[src/rtl/sink.sv]
// sink: NoC traffic sink that decodes, checks and counts beats and drives a ready/backpressure pattern.
module sink #(
    parameter int WIDTH        = 32,
    parameter int N            = 16,
    parameter int N_ADDR_WIDTH = $clog2(N),
    parameter int NODE         = 0,
    parameter int NUM_SRC      = 4,
    parameter int READY_PERIOD = 0,
    parameter int READY_STALL  = 1,
    parameter int DONE_COUNT   = 1000,
    parameter int CW           = WIDTH - 2*N_ADDR_WIDTH - 8
) (
    input  logic             clk,
    input  logic             rst,
    input  logic [WIDTH-1:0] data_in,
    input  logic             valid_in,
    output logic             ready_out,
    output logic [31:0]      rx_count,
    output logic [15:0]      err_count,
    output logic             seq_err_seen,
    output logic             dest_err_seen,
    output logic             err_pulse,
    output logic             done
);
    localparam int IW = NUM_SRC > 1 ? $clog2(NUM_SRC) : 1;
    localparam logic [31:0] RUN_LAST   = 32'(READY_PERIOD - READY_STALL - 1);
    localparam logic [31:0] STALL_LAST = 32'(READY_STALL - 1);

    typedef enum logic [1:0] {RESET, RUN, STALL} state_t;

    logic [N_ADDR_WIDTH-1:0] src_node, dest;
    logic [7:0]              id;
    logic [CW-1:0]           seq;
    logic [CW-1:0]           exp_tbl [NUM_SRC];
    logic [IW-1:0]           idx;
    logic                    id_ok, dest_bad, seq_bad, bad;
    logic                    unused_src;
    state_t                  state, state_n;
    logic [31:0]             cnt, cnt_n;

    assign {src_node, dest, id, seq} = data_in;
    assign unused_src = ^src_node;
    assign idx      = id[IW-1:0];
    assign id_ok    = {1'b0, id} < 9'(NUM_SRC);
    assign dest_bad = !id_ok || dest != N_ADDR_WIDTH'(NODE);
    assign seq_bad  = id_ok && seq != exp_tbl[idx];
    assign bad      = dest_bad || seq_bad;
    assign done     = rx_count >= 32'(DONE_COUNT);

    // A good beat has seq == exp, so seq+1 serves both the advance and the resync.
    always_ff @(posedge clk) begin
        if (!rst) begin
            rx_count      <= '0;
            err_count     <= '0;
            seq_err_seen  <= 1'b0;
            dest_err_seen <= 1'b0;
            err_pulse     <= 1'b0;
            for (int i = 0; i < NUM_SRC; i++) exp_tbl[i] <= CW'(1);
        end else begin
            err_pulse <= valid_in && bad;
            if (valid_in) begin
                rx_count      <= rx_count + 32'd1;
                err_count     <= (bad && err_count != 16'hFFFF) ? err_count + 16'd1 : err_count;
                seq_err_seen  <= seq_err_seen | seq_bad;
                dest_err_seen <= dest_err_seen | dest_bad;
                if (id_ok) exp_tbl[idx] <= seq + CW'(1);
            end
        end
    end

    always_ff @(posedge clk) begin
        if (!rst) begin
            state <= RESET;
            cnt   <= '0;
        end else begin
            state <= state_n;
            cnt   <= cnt_n;
        end
    end

    always_comb begin
        state_n   = state;
        cnt_n     = cnt;
        ready_out = 1'b0;
        case (state)
            RESET: begin
                state_n = RUN;
                cnt_n   = '0;
            end
            RUN: begin
                ready_out = 1'b1;
                if (READY_PERIOD != 0) begin
                    state_n = cnt == RUN_LAST ? STALL : RUN;
                    cnt_n   = cnt == RUN_LAST ? '0 : cnt + 32'd1;
                end
            end
            STALL: begin
                state_n = cnt == STALL_LAST ? RUN : STALL;
                cnt_n   = cnt == STALL_LAST ? '0 : cnt + 32'd1;
            end
            default: state_n = RESET;
        endcase
    end
endmodule

[config.mk]
export PLATFORM = sky130hd
export DESIGN_NAME = sink
export DESIGN_NICKNAME = d
export VERILOG_FILES = /design/src/rtl/sink.sv
export SDC_FILE = /design/constraint.sdc
export NUM_CORES = 1
export LEC_CHECK = 0
export BUFFER_PORTS_ARGS = -buffer_cell sky130_fd_sc_hd__buf_2
export CAP_MARGIN = 20
export CORE_ASPECT_RATIO = 1.1
export CORE_MARGIN = 2
export CORE_UTILIZATION = 50
export CTS_CLUSTER_DIAMETER = 200
export DETAILED_ROUTE_END_ITERATION = 10
export HOLD_SLACK_MARGIN = 0.05
export PLACE_DENSITY = 0.83
export SKIP_CTS_REPAIR_TIMING = 1
export SLEW_MARGIN = 20
export SYNTH_ARGS = -nofsm -noshare
export SYNTH_HDL_FRONTEND = slang
export SYNTH_SLANG_ARGS = --single-unit
[constraint.sdc]
create_clock -name clk -period 2.4 [get_ports clk]
set_clock_uncertainty 0.15 [all_clocks]
set_input_delay 0.24 -clock clk [delete_from_list [all_inputs] [get_ports clk]]
set_output_delay 0.24 -clock clk [all_outputs]
set_load 0.03 [all_outputs]
# After elaboration in Yosys (flattened, before gate mapping)
# Memory sizes are Yosys's and may differ from the RTL's.
# Cells that the tools add are included.
op_classes:
  multipliers: 0
  order_cmp: 2
  addsub: 4
  n_div: 0
  eq_ne: 4
  shift: 0
  reduce_logical: 12
  mux: 13
  bitwise: 2
ops:
  columns: ["operator", "count"]
  rows:
  - ["adder 32 x 1 -> 32 bit, second input constant", 2]
  - ["case mux 32 bit (2 select lines)", 1]
  - ["adder 16 x 1 -> 16 bit, second input constant", 2]
  - ["greater-or-equal comparator 32 x 10 -> 1 bit, second input constant", 1]
  - ["zero test 32 bit", 1]
  - ["two-way mux 32 bit", 1]
  - ["two-way mux 16 bit", 1]
  - ["inequality test 16 bit", 1]
  - ["inequality test 16 bit, second input constant", 1]
  - ["OR reduction 16 bit", 1]
  - ["less-than comparator 8 x 3 -> 1 bit, second input constant", 1]
  - ["two-way mux 1 bit", 7]
  - ["case mux 2 bit (3 select lines)", 1]
  - ["two-way mux 2 bit", 2]
  - ["nonzero test 4 bit", 1]
  - ["logical AND 1 bit", 3]
  - ["== test 2 x 1 -> 1 bit, second input constant", 1]
  - ["== test 2 bit, second input constant", 1]
  - ["zero test 2 bit", 1]
  - ["logical OR 1 bit", 2]
  - ["bitwise OR 1 bit", 2]
  - ["AND reduction 2 bit", 1]
  - ["nonzero test 2 bit", 1]
  - ["zero test 1 bit", 1]
word_totals:
  wordCells: 45
  n_memories: 1
  latchBits: 0
  output_inout_bits: 53
  ram_bits: 64
  rom_bits: 0
  input_bits: 35
  regBits: 85
memory_table:
  columns: ["memory", "words", "word_bits", "rd", "rd_ports_with_merged_regs", "write_ports", "line", "rtl"]
  rows:
  - ["exp_tbl", 4, 16, 1, 0, 4, "34", "logic [CW-1:0] exp_tbl [NUM_SRC];"]

# Longest topological paths before layout
# Gate-level depths: netlist (run 1).
depth:
  depth_word: 7
  mapped_depth: 9
  depth_no_buf: 8

# Least setup slack after synthesis (run 1)
# OpenSTA, ideal clock, no wires.
synth_timing:
  kind: "reg-to-reg"
  from: "reg err_count[0]"
  to: "reg err_count[15]"
  path_buffers: 1
  t_arrival_ns: 2.358
  synth_period_minus_slack_ns: 2.635
  path_stages_with_launch: 8
  path_slack_ns: -0.235
  cell_sequence: "dfxtp_1 -> ha_1 -> nand3_1 -> or2_2 -> o31ai_1 -> clkbuf_1 -> a211oi_1 -> mux2i_1"
synth_between:
  elab_chain_len: 3
  word_cells_on_any_way: 4
synth_rtl:
  columns: ["item", "line", "rtl"]
  rows:
  - ["from (decl)", "19", "output logic [15:0] err_count,"]
  - ["from (signal assigned)", "63", "err_count <= (bad && err_count != 16'hFFFF) ? err_count + 16'd1 : err_count;"]
  - ["branches (longest 3 deep; another with adder 16 x 1 -> 16 bit)", null, null]
# Several ways; the timed one is not identified.
# A chain may end at the register's enable or synchronous reset.

# Final worst setup path (run 1)
layout_timing:
  from: "mem exp_tbl[3][9] in the netlist's numbering"
  to: "reg err_count[2]"
layout_between:
  elab_chain_len: 6
layout_rtl:
  columns: ["item", "line", "rtl"]
  rows:
  - ["from (decl)", "34", null]
  - ["memory read (4 x 16 bit)", null, null]
  - ["inequality test 16 bit", "46", "assign seq_bad = id_ok && seq != exp_tbl[idx];"]
  - ["logical AND 1 bit", "46", null]
  - ["logical OR 1 bit", "47", "assign bad = dest_bad || seq_bad;"]
  - ["logical AND 1 bit", "63", null]
  - ["AND reduction 2 bit (no line)", null, null]
# No other way between the ends.

==> out/metrics.yaml, run 1 <==
routing:
  ant_nets: 0
  vias_per_cell: 5.66
  drtIter0Drc: 474
  routed-via-count: 5939
  dr.pass1.iters: 5
  drc: 0
  wl_um: 17000
  wl_per_cell_um: 16.2
run_status:
  violations: "negative setup slack"
  outcome: "finished with violations"
setup_path:
  r2r_start: "exp_tbl[3][9]$_DFFE_PP_"
  critical_path.startpoint: "exp_tbl[3][9]$_DFFE_PP_"
  arrival_ns: 2.61
  critPathLaunchType: "register"
  crit_family: "simple AND/OR/NAND/NOR gates"
  critPathMaxStageDelay_ns: 0.62
  end_kind: "register"
  path_buf_inv: 0
  crit_chain: "mux4_2 > xnor2_2 > nand4_1 > or4_4 > nor2_4 > o311ai_1"
  critPathRequiredTime_ns: 2.55
  critical_path_class: "register to register"
  cpMaxStageDelayCell: "or4_4"
  crit_fanout: 5
power:
  vdd_drop_max_mv: 0.400
  p_total_mw: 5.61
  p_per_area_nw_per_um2: 643
  leakagePower_nw: 3.38
clock_network:
  clock_latency_ns: 0.43
  cts.sink_count: 149
  cts_tree: "done"
  max-clock-path-buffers: 2
  clk_pin_slew_ns: 0.06
  htreeDepth: 4
  numCtsBuffers: 17
  cts_root_buf: "clkbuf_16"
final_layout:
  multiInputGateArea_um2: 3440
  finish.utilization_pct: 61.1
  seqCellArea_um2: 3630
  fillers: 1165
  layout_common_cells: "nor2_1 (122), dfxtp_1 (83), buf_2 (83), nand2_1 (66), edfxtp_1 (64)"
  drive_above_1_share_pct: 21.0
  area_growth_pct: 20.5
  nets: 885
  antennaDiodeCount: 0
  final_common_cell: "nor2_1"
global_route:
  grt_max_degree: 40
  grt_overflow_total: 0
  antenna_found_initial: 0
  grt_pass1_wl_um: 27200
  grt_pass1_vias: 5684
  grtUsageTotal_pct: 22.5
worst_hold_path:
  min_from: "data_in[14]"
  hold_path.class: "input port to register"
floorplan:
  pin_count: 88
  die_x_um: 119
  start_util_pct: 50.7
  coreArea_um2: 14300
  dieArea_um2: 15500
  die_height_um: 130
  rows: 46
logic_synthesis:
  syn_avg_cell_area_um2: 9.89
  synthArstFlopShare_pct: 0
  ys_warn_count: 0
  synthFlopType: "dfxtp_1"
  synth-edff-count: 64
  ys_seq_elements: 149
  syn_inst: 732
  yosysSeqAreaShare_pct: 50.0
  synth_cell_types: 49
  syn_nets: 773
  synth.cell_area_um2: 7240
placement:
  io_buffers: 83
  post-dp-hpwl_um: 12000
  place.gp.congestion: 0.895
sta:
  fmax_ghz: 0.407
  slew_viol_final: 0
  worst_slew_pin_slew_ns: 0.492
  period_needed_ns: 2.46
  setup_slack_ns: -0.0562
  rsz0062_at_grt: "true"
  finalHoldViolCount: 0
  fin_tns_setup_ns: -0.384
  final-setup-viol-count: 13
  slew_headroom_pct: 66.9
  period_share_pct: 102
run:
  max-cap-violations: 0
## synthesized netlist by cell type, types with 2 or more instances
cell type / instances / area share (%)
o21a_1: 2 / 0.21
or2_2: 2 / 0.17
buf_6: 2 / 0.31
xnor2_1: 39 / 4.7
and2_1: 4 / 0.35
nor2b_1: 4 / 0.35
a2111oi_0: 3 / 0.36
mux2i_1: 11 / 1.5
a31oi_1: 2 / 0.17
o21ai_0: 21 / 1.5
a41oi_1: 2 / 0.24
inv_1: 25 / 1.3
and3_1: 20 / 1.7
a211oi_1: 4 / 0.41
a21oi_2: 2 / 0.24
o211ai_1: 9 / 0.93
clkbuf_1: 24 / 1.2
buf_1: 2 / 0.10
or4_1: 9 / 0.93
dfxtp_1: 85 / 24
buf_2: 2 / 0.14
o31ai_1: 3 / 0.31
nand2_1: 66 / 3.4
edfxtp_1: 64 / 27
nand2b_1: 10 / 0.86
nor2_1: 122 / 6.3
or3_1: 10 / 0.86
a21oi_1: 13 / 0.90
nor3_1: 11 / 0.76
mux4_1: 5 / 1.8
and4_1: 8 / 0.97
nand3b_1: 2 / 0.21
mux4_2: 11 / 3.4
xor2_1: 38 / 4.6
nor4_1: 13 / 1.1
nand4_1: 28 / 2.4
ha_1: 6 / 1.0
nand3_1: 37 / 2.6
## worst reg2reg max path, stage by stage (launching register included)
cell and delay, ns:
edfxtp_1 0.37, mux4_2 0.51, xnor2_2 0.17, nand4_1 0.21, or4_4 0.62, nor2_4 0.17, o311ai_1 0.13
## routing by layer
metal  GRT usage (%)  part of all wire [%]
met3            4.85                   5.5
met5               0                     0
met2            40.0                    52
met1            25.5                    40
met4            11.8                   2.8
## flip-flops by register name (all words and copies together) (netlist names)
name / cells
exp_tbl: 64
cnt: 32
rx_count: 32
err_count: 16
state: 2
dest_err_seen: 1
err_pulse: 1
seq_err_seen: 1
## final timing paths
path                                end  slack, ns  cells past startpoint
max           err_count[2]$_SDFFE_PN0P_      -0.06                      6
max reg2reg   err_count[2]$_SDFFE_PN0P_      -0.06                      6
min reg2reg  dest_err_seen$_SDFFE_PN0P_       0.31                      2
min            exp_tbl[3][14]$_DFFE_PP_       0.15                      3
## logic make-up after synthesis
group | Yosys count | share of synthesized area (%)
simple gates | 351 | 23.9
flops | 149 | 50.0
xor+xnor | 77 | 9.31
compound gates | 66 | 5.81
buf+inv | 56 | 3.15
mux | 27 | 6.76
fa+ha+maj | 6 | 1.04
## where the power goes
group	internal [mW]	total (mW)	switching (mW)
registers	2.71	2.73	0.0287
logic	0.162	0.390	0.227
clock network	1.44	2.48	1.05
total	4.30	5.61	1.30
## per-stage QoR
stage | cells | hold WS (ns) | area, um2 | setup slack [ns]
after CTS | 1048 | -0.0266 | 8670 | -0.118
after global placement | 1016 | 0.294 | 8120 | -0.268
after detailed placement | 1016 | 0.307 | 8120 | -0.334
after global routing | 1049 | 0.174 | 8720 | -0.120
final | 1049 | 0.146 | 8720 | -0.0562
after floorplan | 732 | 0.227 | 7250 | 0.0657
## cell type report
cell class,count,share of cell area [%]
Clock buffer,21,5.52
Timing Repair Buffer,123,8.81
Inverter,26,1.12
Tap cell,192,2.75
Multi-Input combinational cell,527,39.4
Clock inverter,11,0.832
Sequential cell,149,41.6
(Power assumes the default switching activity.)
==> run 2: changes to the inputs <==
--- a/config.mk
+++ b/config.mk
@@ -5,15 +5,16 @@
 export SDC_FILE = /design/constraint.sdc
 export NUM_CORES = 1
 export LEC_CHECK = 0
-export BUFFER_PORTS_ARGS = -buffer_cell sky130_fd_sc_hd__buf_2
 export CAP_MARGIN = 20
 export CORE_ASPECT_RATIO = 1.1
 export CORE_MARGIN = 2
 export CORE_UTILIZATION = 50
 export CTS_CLUSTER_DIAMETER = 200
 export DETAILED_ROUTE_END_ITERATION = 10
+export DONT_BUFFER_PORTS = 1
 export HOLD_SLACK_MARGIN = 0.05
-export PLACE_DENSITY = 0.83
+export PLACE_DENSITY = 0.78
+export SETUP_SLACK_MARGIN = 0.05
 export SKIP_CTS_REPAIR_TIMING = 1
 export SLEW_MARGIN = 20
 export SYNTH_ARGS = -nofsm -noshare
==> run 2 against run 1 <==
The flow still finishes with violations (negative setup slack); sequential power is essentially flat; core utilization shrank 0.17 points; total power shrank 0.24%; critical path type unchanged.
==> out/metrics.yaml, run 2 (synthesis gave the netlist of run 1 again) <==
run_status:
  outcome: "finished with violations"
  violations: "negative setup slack"
clock_network:
  max-clock-path-buffers: 2  # unchanged
  cts_tree: "done"
  cts_root_buf: "clkbuf_16"
  cts.sink_count: 149  # unchanged
  clk_pin_slew_ns: 0.06  # about the same
  clock_latency_ns: 0.43  # about the same
  htreeDepth: 4  # unchanged
  numCtsBuffers: 17  # unchanged
sta:
  slew_viol_final: 0  # unchanged
  fmax_ghz: 0.400  # -1.7%
  final-setup-viol-count: 8  # -5
  finalHoldViolCount: 0  # unchanged
  rsz0062_at_grt: "true"
  slew_headroom_pct: 60.6  # -6.4 points
  period_share_pct: 104  # +1.8 points
  fin_tns_setup_ns: -0.472  # -0.0878 ns
  worst_slew_pin_slew_ns: 0.588  # +0.0957 ns
  setup_slack_ns: -0.0988  # -0.0426 ns
  period_needed_ns: 2.50  # +0.0426 ns
routing:
  drtIter0Drc: 454  # -4.2%
  wl_per_cell_um: 17.3  # +6.3%
  vias_per_cell: 5.73  # +1.2%
  dr.pass1.iters: 6  # +1
  wl_met2_um: 8510  # -3.2%
  routed-via-count: 5732  # -3.5%
  ant_nets: 0  # unchanged
  drc: 0  # unchanged
  wl_um: 17300  # +1.3%
  wl_met1_um: 7000  # +2.3%
  wl_met3_um: 1300  # +39%
  top_layer_used: "met4"
setup_path:
  critPathRequiredTime_ns: 2.55  # about the same
  critical_path_class: "register to register"
  end_kind: "register"
  arrival_ns: 2.65  # +0.04 ns
  crit_chain: "mux4_2 > xnor2_2 > nand4_1 > or4_4 > nor2_4 > o211ai_1"
  path_buf_inv: 0  # unchanged
  critPathMaxStageDelay_ns: 0.62  # about the same
  cpMaxStageDelayCell: "or4_4"
  crit_fanout: 5  # unchanged
  crit_family: "simple AND/OR/NAND/NOR gates"
  critPathLaunchType: "register"
floorplan:
  die_x_um: 119  # unchanged
  coreArea_um2: 14300  # unchanged
  rows: 46  # unchanged
  pin_count: 88  # unchanged
  start_util_pct: 50.7  # unchanged
  die_height_um: 130  # unchanged
  dieArea_um2: 15500  # unchanged
placement:
  io_buffers: 0  # -100%
  post-dp-hpwl_um: 11100  # -7.2%
  place.gp.congestion: 0.855  # -4.5%
  place_area_um2: 7850  # -3.2%
final_layout:
  area_growth_pct: 20.1
  finalInstanceArea_um2: 8700  # -0.27%
  layout_common_cells: "nor2_1 (121), dfxtp_1 (82), nand2_1 (66), edfxtp_1 (64), buf_4 (55)"
  drive_above_1_share_pct: 17.2  # -3.8 points
  nets: 836  # -5.5%
  antennaDiodeCount: 0  # unchanged
  top_register: "exp_tbl"
  final_common_cell: "nor2_1"
  reg_top3: "exp_tbl (64), cnt (32), rx_count (32)"
  finish.utilization_pct: 60.9  # -0.17 points
  largest_reg_flops: 64  # unchanged
global_route:
  antenna_found_initial: 0  # unchanged
  grtUsageTotal_pct: 21.4  # -1.0 points
  grt_pass1_wl_um: 26100  # -3.8%
  grt_overflow_total: 0  # unchanged
  grt_pass1_vias: 5338  # -6.1%
  grt_max_degree: 41  # +2.5%
power:
  p_per_area_nw_per_um2: 643  # about the same
  leakagePower_nw: 3.16  # -6.5%
  vdd_drop_max_mv: 0.504  # +26%
run:
  max-cap-violations: 0  # unchanged
worst_hold_path:
  hold_path.class: "input port to register"
## run 2: final cells by class
| type | count | area [um2] |
|---|---|---|
| Clock buffer | 22 | 475 |
| Clock inverter | 10 | 78.8 |
| Fill cell | 1161 | 5580 |
| Inverter | 26 | 97.6 |
| Multi-Input combinational cell | 527 | 3520 |
| Sequential cell | 149 | 3630 |
| Tap cell | 192 | 240 |
| Timing Repair Buffer | 74 | 657 |
## run 2: worst register-to-register path, delay by kind of cell (launching register included)
| family | cells | cell delay, ns |
|---|---|---|
| AND/OR/NAND/NOR | 3 | 1.02 |
| multiplexers | 1 | 0.51 |
| flip-flops | 1 | 0.36 |
| XOR/XNOR | 1 | 0.23 |
| AO/OA/AOI/OAI | 1 | 0.12 |
## run 2: path summary, 6_finish.rpt
| path | depth (start not counted) | to | slack [ns] | from |
|---|---|---|---|---|
| setup reg to reg | 6 | err_count[14]$_SDFFE_PN0P_ | -0.1 | exp_tbl[0][3]$_SDFFCE_PN0P_ |
| hold / removal | 3 | err_count[4]$_SDFFE_PN0P_ | 0.02 | valid_in |
| setup / recovery | 6 | err_count[14]$_SDFFE_PN0P_ | -0.1 | exp_tbl[0][3]$_SDFFCE_PN0P_ |
| hold reg to reg | 1 | cnt[15]$_SDFFE_PN0P_ | 0.35 | cnt[15]$_SDFFE_PN0P_ |
## run 2: where the power goes
part | switching [mW] | internal, mW
Sequential | 0.0275 | 2.71
Clock | 1.01 | 1.50
Combinational | 0.190 | 0.156
## run 2: layer usage
| metal | up-vias | GRT usage, % |
|---|---|---|
| met4 | 0 | 10.1 |
| met3 | 41 | 5.33 |
| met2 | 219 | 37.1 |
| li1 | 2732 | - |
| met5 | - | 0 |
| met1 | 2740 | 25.2 |
## run 2: through the flow
stage	setup slack, ns	total power [mW]	hold slack (ns)	instances
global placement	-0.0383	3.07	0.212	955
global route	-0.160	5.76	0.0501	1000
detailed placement	-0.0455	3.08	0.216	955
CTS	-0.0733	5.56	-0.224	987
floorplan	0.0657	3.01	0.227	732
finish	-0.0988	5.59	0.0218	1000
==> run 3: changes to the inputs <==
--- a/config.mk
+++ b/config.mk
@@ -6,14 +6,17 @@
 export NUM_CORES = 1
 export LEC_CHECK = 0
 export CAP_MARGIN = 20
+export CELL_PAD_IN_SITES_DETAIL_PLACEMENT = 1
+export CELL_PAD_IN_SITES_GLOBAL_PLACEMENT = 2
 export CORE_ASPECT_RATIO = 1.1
 export CORE_MARGIN = 2
-export CORE_UTILIZATION = 50
+export CORE_UTILIZATION = 37
 export CTS_CLUSTER_DIAMETER = 200
 export DETAILED_ROUTE_END_ITERATION = 10
 export DONT_BUFFER_PORTS = 1
+export GPL_TIMING_DRIVEN = 0
 export HOLD_SLACK_MARGIN = 0.05
-export PLACE_DENSITY = 0.78
+export PLACE_DENSITY = 0.86
 export SETUP_SLACK_MARGIN = 0.05
 export SKIP_CTS_REPAIR_TIMING = 1
 export SLEW_MARGIN = 20
==> run 3 against run 2 <==
The run still ends with negative setup slack left; final cell count is 2.9% higher; total power grew 6.1%; register-to-register slack got worse by 0.06 ns; sequential power is essentially flat; clock-buffer cell count down 5; largest power group is now the clock network.
==> out/metrics.yaml, run 3 (synthesis gave the netlist of run 1 again) <==
sta:
  period_needed_ns: 2.56  # +0.0614 ns
  setup_slack_ns: -0.160  # -0.0614 ns
  worst_slew_pin_slew_ns: 1.24  # +0.652 ns
  fmax_ghz: 0.391  # -2.4%
  slew_viol_final: 0  # unchanged
  finalHoldViolCount: 0  # unchanged
  rsz0062_at_grt: "true"
  period_share_pct: 107  # +2.6 points
  fin_hold_ws_ns: 0.0326  # +0.0108 ns
  slew_headroom_pct: 16.5  # -44 points
  final-setup-viol-count: 17  # +9
floorplan:
  dieArea_um2: 20700  # +34%
  die_x_um: 137  # +16%
  start_util_pct: 37.8  # -13 points
  pin_count: 88  # unchanged
  coreArea_um2: 19200  # +34%
  rows: 53  # +15%
  die_height_um: 151  # +16%
routing:
  drc: 0  # unchanged
  dr.pass1.iters: 4  # -2
  ant_nets: 0  # unchanged
  drtIter0Drc: 282  # -38%
  routed-via-count: 5676  # -0.98%
  wl_per_cell_um: 20.2  # +17%
  vias_per_cell: 5.52  # -3.8%
  wl_um: 20800  # +21%
power:
  vdd_drop_max_mv: 0.508  # +0.72%
  p_per_area_nw_per_um2: 682  # +6.1%
  leakagePower_nw: 3.02  # -4.5%
final_layout:
  largest_reg_flops: 64  # unchanged
  final_common_cell: "nor2_1"
  layout_common_cells: "nor2_1 (120), edfxtp_1 (64), nand2_1 (63), dfxtp_1 (55), xor2_1 (38)"
  finish.utilization_pct: 45.4  # -16 points
  top_register: "exp_tbl"
  nets: 810  # -3.1%
  area_growth_pct: 20.1  # unchanged
  drive_above_1_share_pct: 18.2  # +0.96 points
  reg_top3: "exp_tbl (64), cnt (32), rx_count (32)"
  antennaDiodeCount: 0  # unchanged
clock_network:
  htreeDepth: 4  # unchanged
  numCtsBuffers: 17  # unchanged
  cts.sink_count: 149  # unchanged
  cts_root_buf: "clkbuf_16"
  clock_latency_ns: 0.43  # about the same
  cts_tree: "done"
  clk_pin_slew_ns: 0.07  # about the same
  max-clock-path-buffers: 2  # unchanged
run_status:
  outcome: "finished with violations"
  violations: "negative setup slack"
run:
  max-cap-violations: 0  # unchanged
setup_path:
  end_kind: "register"
  critPathRequiredTime_ns: 2.54  # about the same
  critPathLaunchType: "register"
  crit_fanout: 5  # unchanged
  arrival_ns: 2.70  # +0.05 ns
  critical_path_class: "register to register"
global_route:
  grt_max_degree: 17  # -59%
  antenna_found_initial: 0  # unchanged
  grtUsageTotal_pct: 19.9  # -1.5 points
  grt_overflow_total: 0  # unchanged
  grt_pass1_wl_um: 31900  # +22%
  grt_pass1_vias: 6015  # +13%
placement:
  io_buffers: 0  # unchanged
  post-dp-hpwl_um: 14200  # +28%
  place.gp.congestion: 0.802  # -6.2%
worst_hold_path:
  hold_path.class: "input port to register"
-- run 3: cell types whose count changed in the layout (fill, tap and decap cells not counted), sizes merged --
cell,before,now
buf,63,19
bufinv,1,3
clkbuf,22,38
clkinv,9,2
clkinvlp,0,4
dlygate4sd3,11,8
inv,26,32
-- run 3: final timing paths --
check | startpoint | cells after the start | to | slack (ns)
setup / recovery | exp_tbl[3][8]$_DFFE_PP_ | 6 | err_count[8]$_SDFFE_PN0P_ | -0.16
hold / removal | data_in[2] | 3 | exp_tbl[3][3]$_DFFE_PP_ | 0.03
setup reg to reg | exp_tbl[3][8]$_DFFE_PP_ | 6 | err_count[8]$_SDFFE_PN0P_ | -0.16
hold reg to reg | cnt[15]$_SDFFE_PN0P_ | 1 | cnt[15]$_SDFFE_PN0P_ | 0.36
-- run 3: where the power goes --
part	internal, mW	switching [mW]	leakage (nW)
combinational	0.142	0.197	1.42
clock	1.66	1.18	0.290
sequential	2.70	0.0513	1.31
-- run 3: layout make-up --
cell class,count,area [um2]
fillers,2082,10500
multi-input cells,527,3670
flip-flops and latches,149,3660
clock buffers,17,425
well taps,247,309
repair buffers,20,199
clock inverters,15,190
plain buffers,28,143
inverters,26,97.6
-- run 3: metal layers --
layer | track usage (%) | up-vias | wire length [um]
met5 | 0.758 | - | 0
met4 | 6.13 | 0 | 294
met3 | 5.52 | 25 | 974
met2 | 36.3 | 111 | 10900
met1 | 22.4 | 2851 | 8620
li1 | - | 2689 | -
-- run 3: worst max-delay path: stages, from the launching register on --
cell and delay [ns]:
edfxtp_1 0.37, mux4_2 0.50, xnor2_2 0.20, nand4_1 0.25, or4_4 0.60, nor2_4 0.19
o211ai_1 0.16
-- run 3: stage by stage --
step	std cells	setup slack (ns)	TNS, ns	total power [mW]	instance area, um2
floorplan	732	0.0657	0	3.01	7250
global placement	979	-1.03	-64.49	3.08	7560
detailed placement	980	-1.16	-68.09	3.10	7570
CTS	1012	-0.688	-37.04	5.91	8190
global route	1029	-0.215	-2.34	6.11	8700
finish	1029	-0.160	-1.24	5.93	8700
